==> src/rtl/mem_arb_pkg.sv <==
// mem_arb_pkg: shared widths and master identifiers for the memory port arbiter.
// Contents: ADDR_W/DATA_W/BE_W bus widths, master_id_e (MID_INSTR=0, MID_DATA=1).
package mem_arb_pkg;
    localparam int ADDR_W = 32;
    localparam int DATA_W = 32;
    localparam int BE_W   = 4;
    typedef enum logic {MID_INSTR = 1'b0, MID_DATA = 1'b1} master_id_e;
endpackage

==> src/rtl/mem_arb_id_fifo.sv <==
// mem_arb_id_fifo: in-order FIFO of master IDs for granted-but-unanswered transactions.
// Ports: clk/rst (sync, active-high); push+push_id enqueue; pop dequeues head;
//        count = occupancy, head = oldest outstanding ID.
module mem_arb_id_fifo
    import mem_arb_pkg::*;
#(
    parameter int DEPTH = 2,
    localparam int PW = (DEPTH > 1) ? $clog2(DEPTH) : 1,
    localparam int CW = $clog2(DEPTH + 1)
) (
    input  logic          clk,
    input  logic          rst,
    input  logic          push,
    input  master_id_e    push_id,
    input  logic          pop,
    output logic [CW-1:0] count,
    output master_id_e    head
);
    master_id_e    mem [DEPTH];
    logic [PW-1:0] wr_ptr;
    logic [PW-1:0] rd_ptr;
    assign head = mem[rd_ptr];
    always_ff @(posedge clk) begin
        if (rst) begin
            wr_ptr <= '0;
            rd_ptr <= '0;
            count  <= '0;
            for (int i = 0; i < DEPTH; i++) mem[i] <= MID_INSTR;
        end else begin
            if (push) begin
                mem[wr_ptr] <= push_id;
                wr_ptr      <= (wr_ptr == PW'(DEPTH - 1)) ? '0 : wr_ptr + 1'b1;
            end
            if (pop) rd_ptr <= (rd_ptr == PW'(DEPTH - 1)) ? '0 : rd_ptr + 1'b1;
            count <= count + CW'(push) - CW'(pop);
        end
    end
endmodule

==> src/rtl/mem_port_arbiter.sv <==
// mem_port_arbiter: shares one req/gnt/rvalid memory port between instruction and data masters.
// Ports: clk_i/rst_i (sync, active-high); instr_* and data_* master ports; mem_* slave port;
//        resp_err_o sticky flag for responses with nothing outstanding.
// Fixed data-over-instruction priority; responses routed back in issue order.
// Optional macro MEMARB_STARVE_GUARD_EN force-grants instr after STARVE_LIMIT refused cycles.
module mem_port_arbiter
    import mem_arb_pkg::*;
#(
    parameter int MAX_OUTSTANDING = 2,
    parameter int STARVE_LIMIT    = 8
) (
    input  logic              clk_i,
    input  logic              rst_i,
    input  logic              instr_req_i,
    input  logic [ADDR_W-1:0] instr_addr_i,
    output logic              instr_gnt_o,
    output logic              instr_rvalid_o,
    output logic [DATA_W-1:0] instr_rdata_o,
    input  logic              data_req_i,
    input  logic [ADDR_W-1:0] data_addr_i,
    input  logic              data_we_i,
    input  logic [BE_W-1:0]   data_be_i,
    input  logic [DATA_W-1:0] data_wdata_i,
    output logic              data_gnt_o,
    output logic              data_rvalid_o,
    output logic [DATA_W-1:0] data_rdata_o,
    output logic              mem_req_o,
    output logic [ADDR_W-1:0] mem_addr_o,
    output logic              mem_we_o,
    output logic [BE_W-1:0]   mem_be_o,
    output logic [DATA_W-1:0] mem_wdata_o,
    input  logic              mem_gnt_i,
    input  logic              mem_rvalid_i,
    input  logic [DATA_W-1:0] mem_rdata_i,
    output logic              resp_err_o
);
    localparam int CW = $clog2(MAX_OUTSTANDING + 1);
    logic [CW-1:0] count;
    master_id_e    head;
    logic          can_issue;
    logic          force_instr;
    logic          sel_data;
    logic          sel_instr;
    logic          push;
    logic          pop;
    // Uses the registered count only, so a same-cycle response never frees a slot early.
    assign can_issue   = count < CW'(MAX_OUTSTANDING);
    assign sel_data    = data_req_i & ~force_instr;
    assign sel_instr   = instr_req_i & ~sel_data;
    assign mem_req_o   = ~rst_i & can_issue & (instr_req_i | data_req_i);
    assign mem_addr_o  = sel_data ? data_addr_i  : instr_addr_i;
    assign mem_we_o    = sel_data ? data_we_i    : 1'b0;
    assign mem_be_o    = sel_data ? data_be_i    : {BE_W{1'b1}};
    assign mem_wdata_o = sel_data ? data_wdata_i : '0;
    assign push        = mem_req_o & mem_gnt_i;
    assign data_gnt_o  = push & sel_data;
    assign instr_gnt_o = push & sel_instr;
    assign pop            = ~rst_i & mem_rvalid_i & (count != '0);
    assign instr_rvalid_o = pop & (head == MID_INSTR);
    assign data_rvalid_o  = pop & (head == MID_DATA);
    assign instr_rdata_o  = mem_rdata_i;
    assign data_rdata_o   = mem_rdata_i;
    mem_arb_id_fifo #(.DEPTH(MAX_OUTSTANDING)) u_id_fifo (
        .clk     (clk_i),
        .rst     (rst_i),
        .push    (push),
        .push_id (sel_data ? MID_DATA : MID_INSTR),
        .pop     (pop),
        .count   (count),
        .head    (head)
    );
    always_ff @(posedge clk_i) begin
        if (rst_i) resp_err_o <= 1'b0;
        else if (mem_rvalid_i && count == '0) resp_err_o <= 1'b1;
    end
`ifdef MEMARB_STARVE_GUARD_EN
    localparam int SW = ($clog2(STARVE_LIMIT + 1) > 4) ? $clog2(STARVE_LIMIT + 1) : 4;
    logic [SW-1:0] starve;
    assign force_instr = instr_req_i & (starve == SW'(STARVE_LIMIT));
    // Saturates at the limit so a stalled memory keeps the instr override asserted.
    always_ff @(posedge clk_i) begin
        if (rst_i || !instr_req_i || instr_gnt_o) starve <= '0;
        else if (can_issue && starve != SW'(STARVE_LIMIT)) starve <= starve + 1'b1;
    end
`else
    logic unused_starve_limit;
    assign unused_starve_limit = ^STARVE_LIMIT;
    assign force_instr = 1'b0;
`endif
endmodule

==> config.mk <==
export PLATFORM = sky130hd
export DESIGN_NAME = mem_port_arbiter
export DESIGN_NICKNAME = d
export VERILOG_FILES = /design/src/rtl/mem_arb_pkg.sv /design/src/rtl/mem_arb_id_fifo.sv /design/src/rtl/mem_port_arbiter.sv
export SDC_FILE = /design/constraint.sdc
export NUM_CORES = 1
export LEC_CHECK = 0
export CORE_AREA = 2 2 109 111
export CTS_BUF_LIST = sky130_fd_sc_hd__clkbuf_16
export DETAILED_ROUTE_END_ITERATION = 6
export DIE_AREA = 0 0 111 113
export DONT_BUFFER_PORTS = 1
export PLACE_DENSITY = 0.3
export SETUP_SLACK_MARGIN = 0.2
export SKIP_LAST_GASP = 1
export SYNTH_ARGS = -nofsm -noshare
export SYNTH_HDL_FRONTEND = slang
export SYNTH_SLANG_ARGS = --single-unit
==> constraint.sdc <==
create_clock -name clk_i -period 2.2 [get_ports clk_i]
set_input_delay 0.44 -clock clk_i [delete_from_list [all_inputs] [get_ports clk_i]]
set_output_delay 0.44 -clock clk_i [all_outputs]
set_load 0.02 [all_outputs]
* Word-level counts from Yosys, hierarchy flattened
Memories as Yosys holds them, arrays and structs flattened. A register that Yosys moved wholly into a read port is not among the register bits. Index checks and enable logic that the tools add are counted. Widths: inputs -> output; s select.
Operators by class: mux-type cells 17, reductions and logical operators 4, add/sub/neg operators 4, bitwise gates (word level) 14, order comparisons 1
Operators with widths (count):
- $mux 32 | 2
- $mux 1 | 14
- $and 1x1->1 | 10
- $mux 4 | 1
- $not 1->1 | 3
- $add 1x1->1 const B | 2
- $add 2x1->2 | 1
- $logic_not 2->1 | 1
- $lt 2x2->1 const B | 1
- $reduce_bool 2->1 | 1
- $sub 2x1->2 | 1
- $logic_and 1x1->1 | 1
- $or 1x1->1 | 1
- $reduce_or 1->1 | 1
Storage, ports and cells: memories 1, bits in writable memories 2, output and inout port bits 139, word-level logic and storage cells 45, bits in registers 5
Memory list:
- u_id_fifo.mem | depth 2, bits a word 1, read ports 1, clocked after Yosys merged registers in 1, write ports 2, line mem_arb_id_fifo.sv:19 | master_id_e mem [DEPTH];

* Longest topological paths before layout
depth in word-level cells 9, mapped depth 6, depth with buffers taken out 6

* Hierarchy
From an unflattened synthesis, not the netlist that was laid out.
Second synthesis, totals: cells, all modules 182, area total of the unflattened synthesis 1542.7 µm²
Modules (own cells, without submodules):
- mem_port_arbiter | cells an instance 156, area each 1236.2 µm², times used 1
- mem_arb_id_fifo | cells an instance 26, area each 306.5 µm², times used 1

* Worst setup path after synthesis
Ideal clock, no wire load.
path type in2out, from in rst_i, to out instr_gnt_o, required time 1760 ps, slack 298 ps, data arrival time 1462 ps, cell stages on the path 4, path through buf_2 -> nor2_2 -> nand3_1 -> nor3b_1
Between the ends: longest elaborated chain between the ends 5
RTL lines:
- from (decl) | line mem_port_arbiter.sv:13 | input logic rst_i,
- $not 1->1 | line mem_port_arbiter.sv:50 | assign mem_req_o = ~rst_i & can_issue & (instr_req_i | data_req_i);
- $and 1x1->1 (2 in a row) | line mem_port_arbiter.sv:50
- $and 1x1->1 | line mem_port_arbiter.sv:55 | assign push = mem_req_o & mem_gnt_i;
- $and 1x1->1 | line mem_port_arbiter.sv:57 | assign instr_gnt_o = push & sel_instr;
- to (decl) | line mem_port_arbiter.sv:16 | output logic instr_gnt_o,
Every way passes these cells.

* Final worst setup path
from reg u_id_fifo.count[1], to out instr_gnt_o
Between the ends: longest elaborated chain between the ends 5
RTL lines:
- from (decl) | line mem_arb_id_fifo.sv:16 | output logic [CW-1:0] count,
- from (signal assigned) | line mem_arb_id_fifo.sv:35 | count <= count + CW'(push) - CW'(pop);
- $lt 2x2->1 | line mem_port_arbiter.sv:47 | assign can_issue = count < CW'(MAX_OUTSTANDING);
- $and 1x1->1 (2 in a row) | line mem_port_arbiter.sv:50
- $and 1x1->1 | line mem_port_arbiter.sv:55
- $and 1x1->1 | line mem_port_arbiter.sv:57
Every way passes these cells.

==> results by group <==
Drt
  – Vias per cell: between 3 and 4
  – Vias: 946
  – Pre-Repair DR Iteration Count: 4
  – Final ANT Viol Nets: 0
  – DRT iter0 DRCs: 29
  – Drt wl/cell: between 20 and 25 um
  – Remaining DRCs: 0
  – Drt total wl: about 5600 um

Floorplanning
  – Die X: 111 um
  – Core outline area: 0.0113 mm^2
  – Starting density of the core: a little over an eighth
  – IO Pins: between 200 and 300
  – Die Area: 0.0125 mm^2
  – Die span in y: 113 um
  – Row count: 39

Power
  – Combinational share of power: 37.1%
  – Share of power burned in registers: between 20% and 30%
  – Total power: 807 uW
  – Leakage power: 0.437 nW
  – P_int: 510 uW
  – Sw Share: between 30% and 40%
  – VDD IR max: 789 uV
  – Clock power share: 38.6%
  – PD cells: 631 mW/mm^2
  – NetSw: 297 uW

Setup path
  – Critical Path Source Type: flop
  – Slowest cell on crit path: dfxtp_1
  – Worst Path Buf+Inv: 1
  – CP Data Arrival Time: 1.42 ns
  – Worst path required time: 1.76 ns
  – Reg2reg setup slack: 0.45 ns
  – Slowest stage delay, CP: 0.37 ns
  – CP max FO: 7
  – R2R depth: 6
  – Cell family contributing the most delay on the critical path: simple AND/OR/NAND/NOR gates
  – FF-to-FF End: u_id_fifo.count[1]
  – R2R Path Start: u_id_fifo.count[1]
  – Sequence of cells on the critical path: nor2_2 > nand3_1 > nor3b_2 > buf_4
  – WS Path Type: flop to primary output
  – CP Capture Type: primary output

Final layout
  – Area delta synth->final: -15.5%
  – Share of cells above drive strength 1: between 30% and 40%
  – Seq. cell area: 180 um^2
  – Final nets: 260
  – Filler cells: 1,292
  – Area of the multi-input gates: ~800 um^2
  – Final core utilization: 11.3%

Logic synthesis
  – Share of the yosys chip area belonging to registers: 11.9%
  – Syn_area_per_cell: roughly 8 um^2
  – Yosys top cell by area: buf_4
  – Top post-synthesis cells by area: buf_4, mux2_2, and2_1, dfxtp_1, edfxtp_1
  – Synth async-reset ratio: 0%
  – Syn nets: around 330
  – Post-synth EDFFs: 2
  – #FFs+latches synth: 8
  – Synth top cells by count: buf_4, and2_1, mux2_2
  – Most common cell in the synthesized netlist: buf_4
  – Ys flop type: dfxtp_1
  – Synth warnings: 0
  – Mapped cell area: approximately 0.0015 mm^2
  – Yosys cell types: 29
  – Synth top area share: between 30% and 40%
  – Synthesized instance count: 185

Hold path
  – Worst hold stages: 1
  – HP Start: rst_i
  – Hold Path Class: primary input to flop
  – Hold Crit Endpoint: resp_err_o

Clock tree
  – Total CTS buffers: 3
  – Skew-Pair Late Insertion Delay: 0.23 ns
  – H-tree levels: 1
  – CTS sink cnt: 8
  – Total setup buffers inserted after CTS: 0
  – Root Buffer: clkbuf_16
  – Clock tree from TritonCTS: done
  – Post_cts resized: 0
  – Clock Path Buffers: 2
  – Clk slew on worst S/H paths: 0.04 ns
  – Hold_buf cts: 0

GRT
  – Initial antenna violation count: 4
  – GR Overflow Total: 0
  – Vias in the first global route: a little over 900
  – Pin count of the biggest net entering global routing: 74
  – GRT Overall Usage: 8.00%
  – First-pass GRT wire length: 7160 um

Timing
  – Final period util: 84.7%
  – Worst hold slack: 0.277 ns
  – TNS Setup: 0 ns
  – Max frequency: 537 MHz
  – Setup Skew: 0.00201 ns
  – Final worst setup slack: between 0.3 and 0.4 ns
  – Worst slew margin relative to its limit: about four fifths
  – Worst-margin pin slew: 0.304 ns
  – Final setup fails: 0
  – Hold Vio Cnt, Final: 0
  – RSZ-0062 raised after global routing: no
  – Final Max Tran Viols: 0
  – Fin crit period: 1.86 ns

Outcome
  – Run status: complete, no violations

Job
  – Max-Cap Viols: 0

Place
  – PortBufs: 0
  – DP Wirelength: 4950 um
  – Placer Congestion: 0.789
  – Pre-CTS setup slack: 0.359 ns
[through the flow]
step                      instances  cell area [um^2]
after floorplan                 185              1510
after global placement          258              1190
after detailed placement        258              1190
after CTS                       262              1260
after global routing            264              1270
final                           265              1280
[worst max-delay path by stage]
stage                        from                 end  slack, ns  cells past startpoint
2_1_floorplan               rst_i         instr_gnt_o       0.30                      4
3_3_place_gp   u_id_fifo.count[1]  u_id_fifo.count[1]       0.38                      6
3_5_place_dp   u_id_fifo.count[1]  u_id_fifo.count[1]       0.36                      6
4_1_cts        u_id_fifo.count[1]         instr_gnt_o       0.23                      4
5_1_grt        u_id_fifo.count[1]      instr_rvalid_o       0.21                      3
6_report       u_id_fifo.count[1]         instr_gnt_o       0.34                      4
[cell type report]
type,count,area share (%)
inverter,3,0.881
antenna,3,0.588
sequential,8,14.1
clock buffer,3,5.88
multi-input combinational,101,62.5
tap,143,14.0
timing repair buffer,3,1.76
clock inverter,1,0.294
[logic make-up (layout without fill, tap and decap cells)]
group           after synthesis  count (layout)  synth area share [%]
buf+inv                      76              10                  35.6
simple gates                 55              55                  21.7
mux                          32              32                  23.8
compound gates               11              11                  4.96
flops                         8               8                  11.9
xor+xnor                      2               2                  1.16
fa+ha+maj                     1               1                 0.827
other cells                   0               3                     0
[cell usage in the layout (no fill, tap or decap), drive strengths merged, types with 2 or more instances in the layout]
cell    instances
o21ai           4
nor2            7
o31ai           2
nand2b          5
inv             4
diode           3
buf             3
a21oi           2
and2           36
mux2           32
edfxtp          2
dfxtp           6
xor2            2
clkbuf          3
[power by group through the flow]
stage	Clock, mW	Sequential, mW	Combinational [mW]
global placement	0	0.198	0.307
CTS	0.322	0.195	0.306
detailed placement	0	0.197	0.304
global route	0.334	0.200	0.321
floorplan	0	0.193	0.443
finish	0.312	0.196	0.299
[routing by layer]
layer	part of all wire [%]	routed length, um	GRT usage (%)
met4	0.32	18	0.917
met5	0.28	16	0
met3	14	810	5.89
met2	47	2670	12.4
met1	37	2100	9.20
[worst reg2reg max path, delay by kind of cell (launching register included)]
| kind | cells | cell delay, ns |
|---|---|---|
| AO/OA/AOI/OAI | 3 | 0.68 |
| adder cells (fa/ha/maj) | 1 | 0.31 |
| flip-flops | 1 | 0.37 |
| AND/OR/NAND/NOR | 2 | 0.27 |
(Power assumes the default switching activity.)
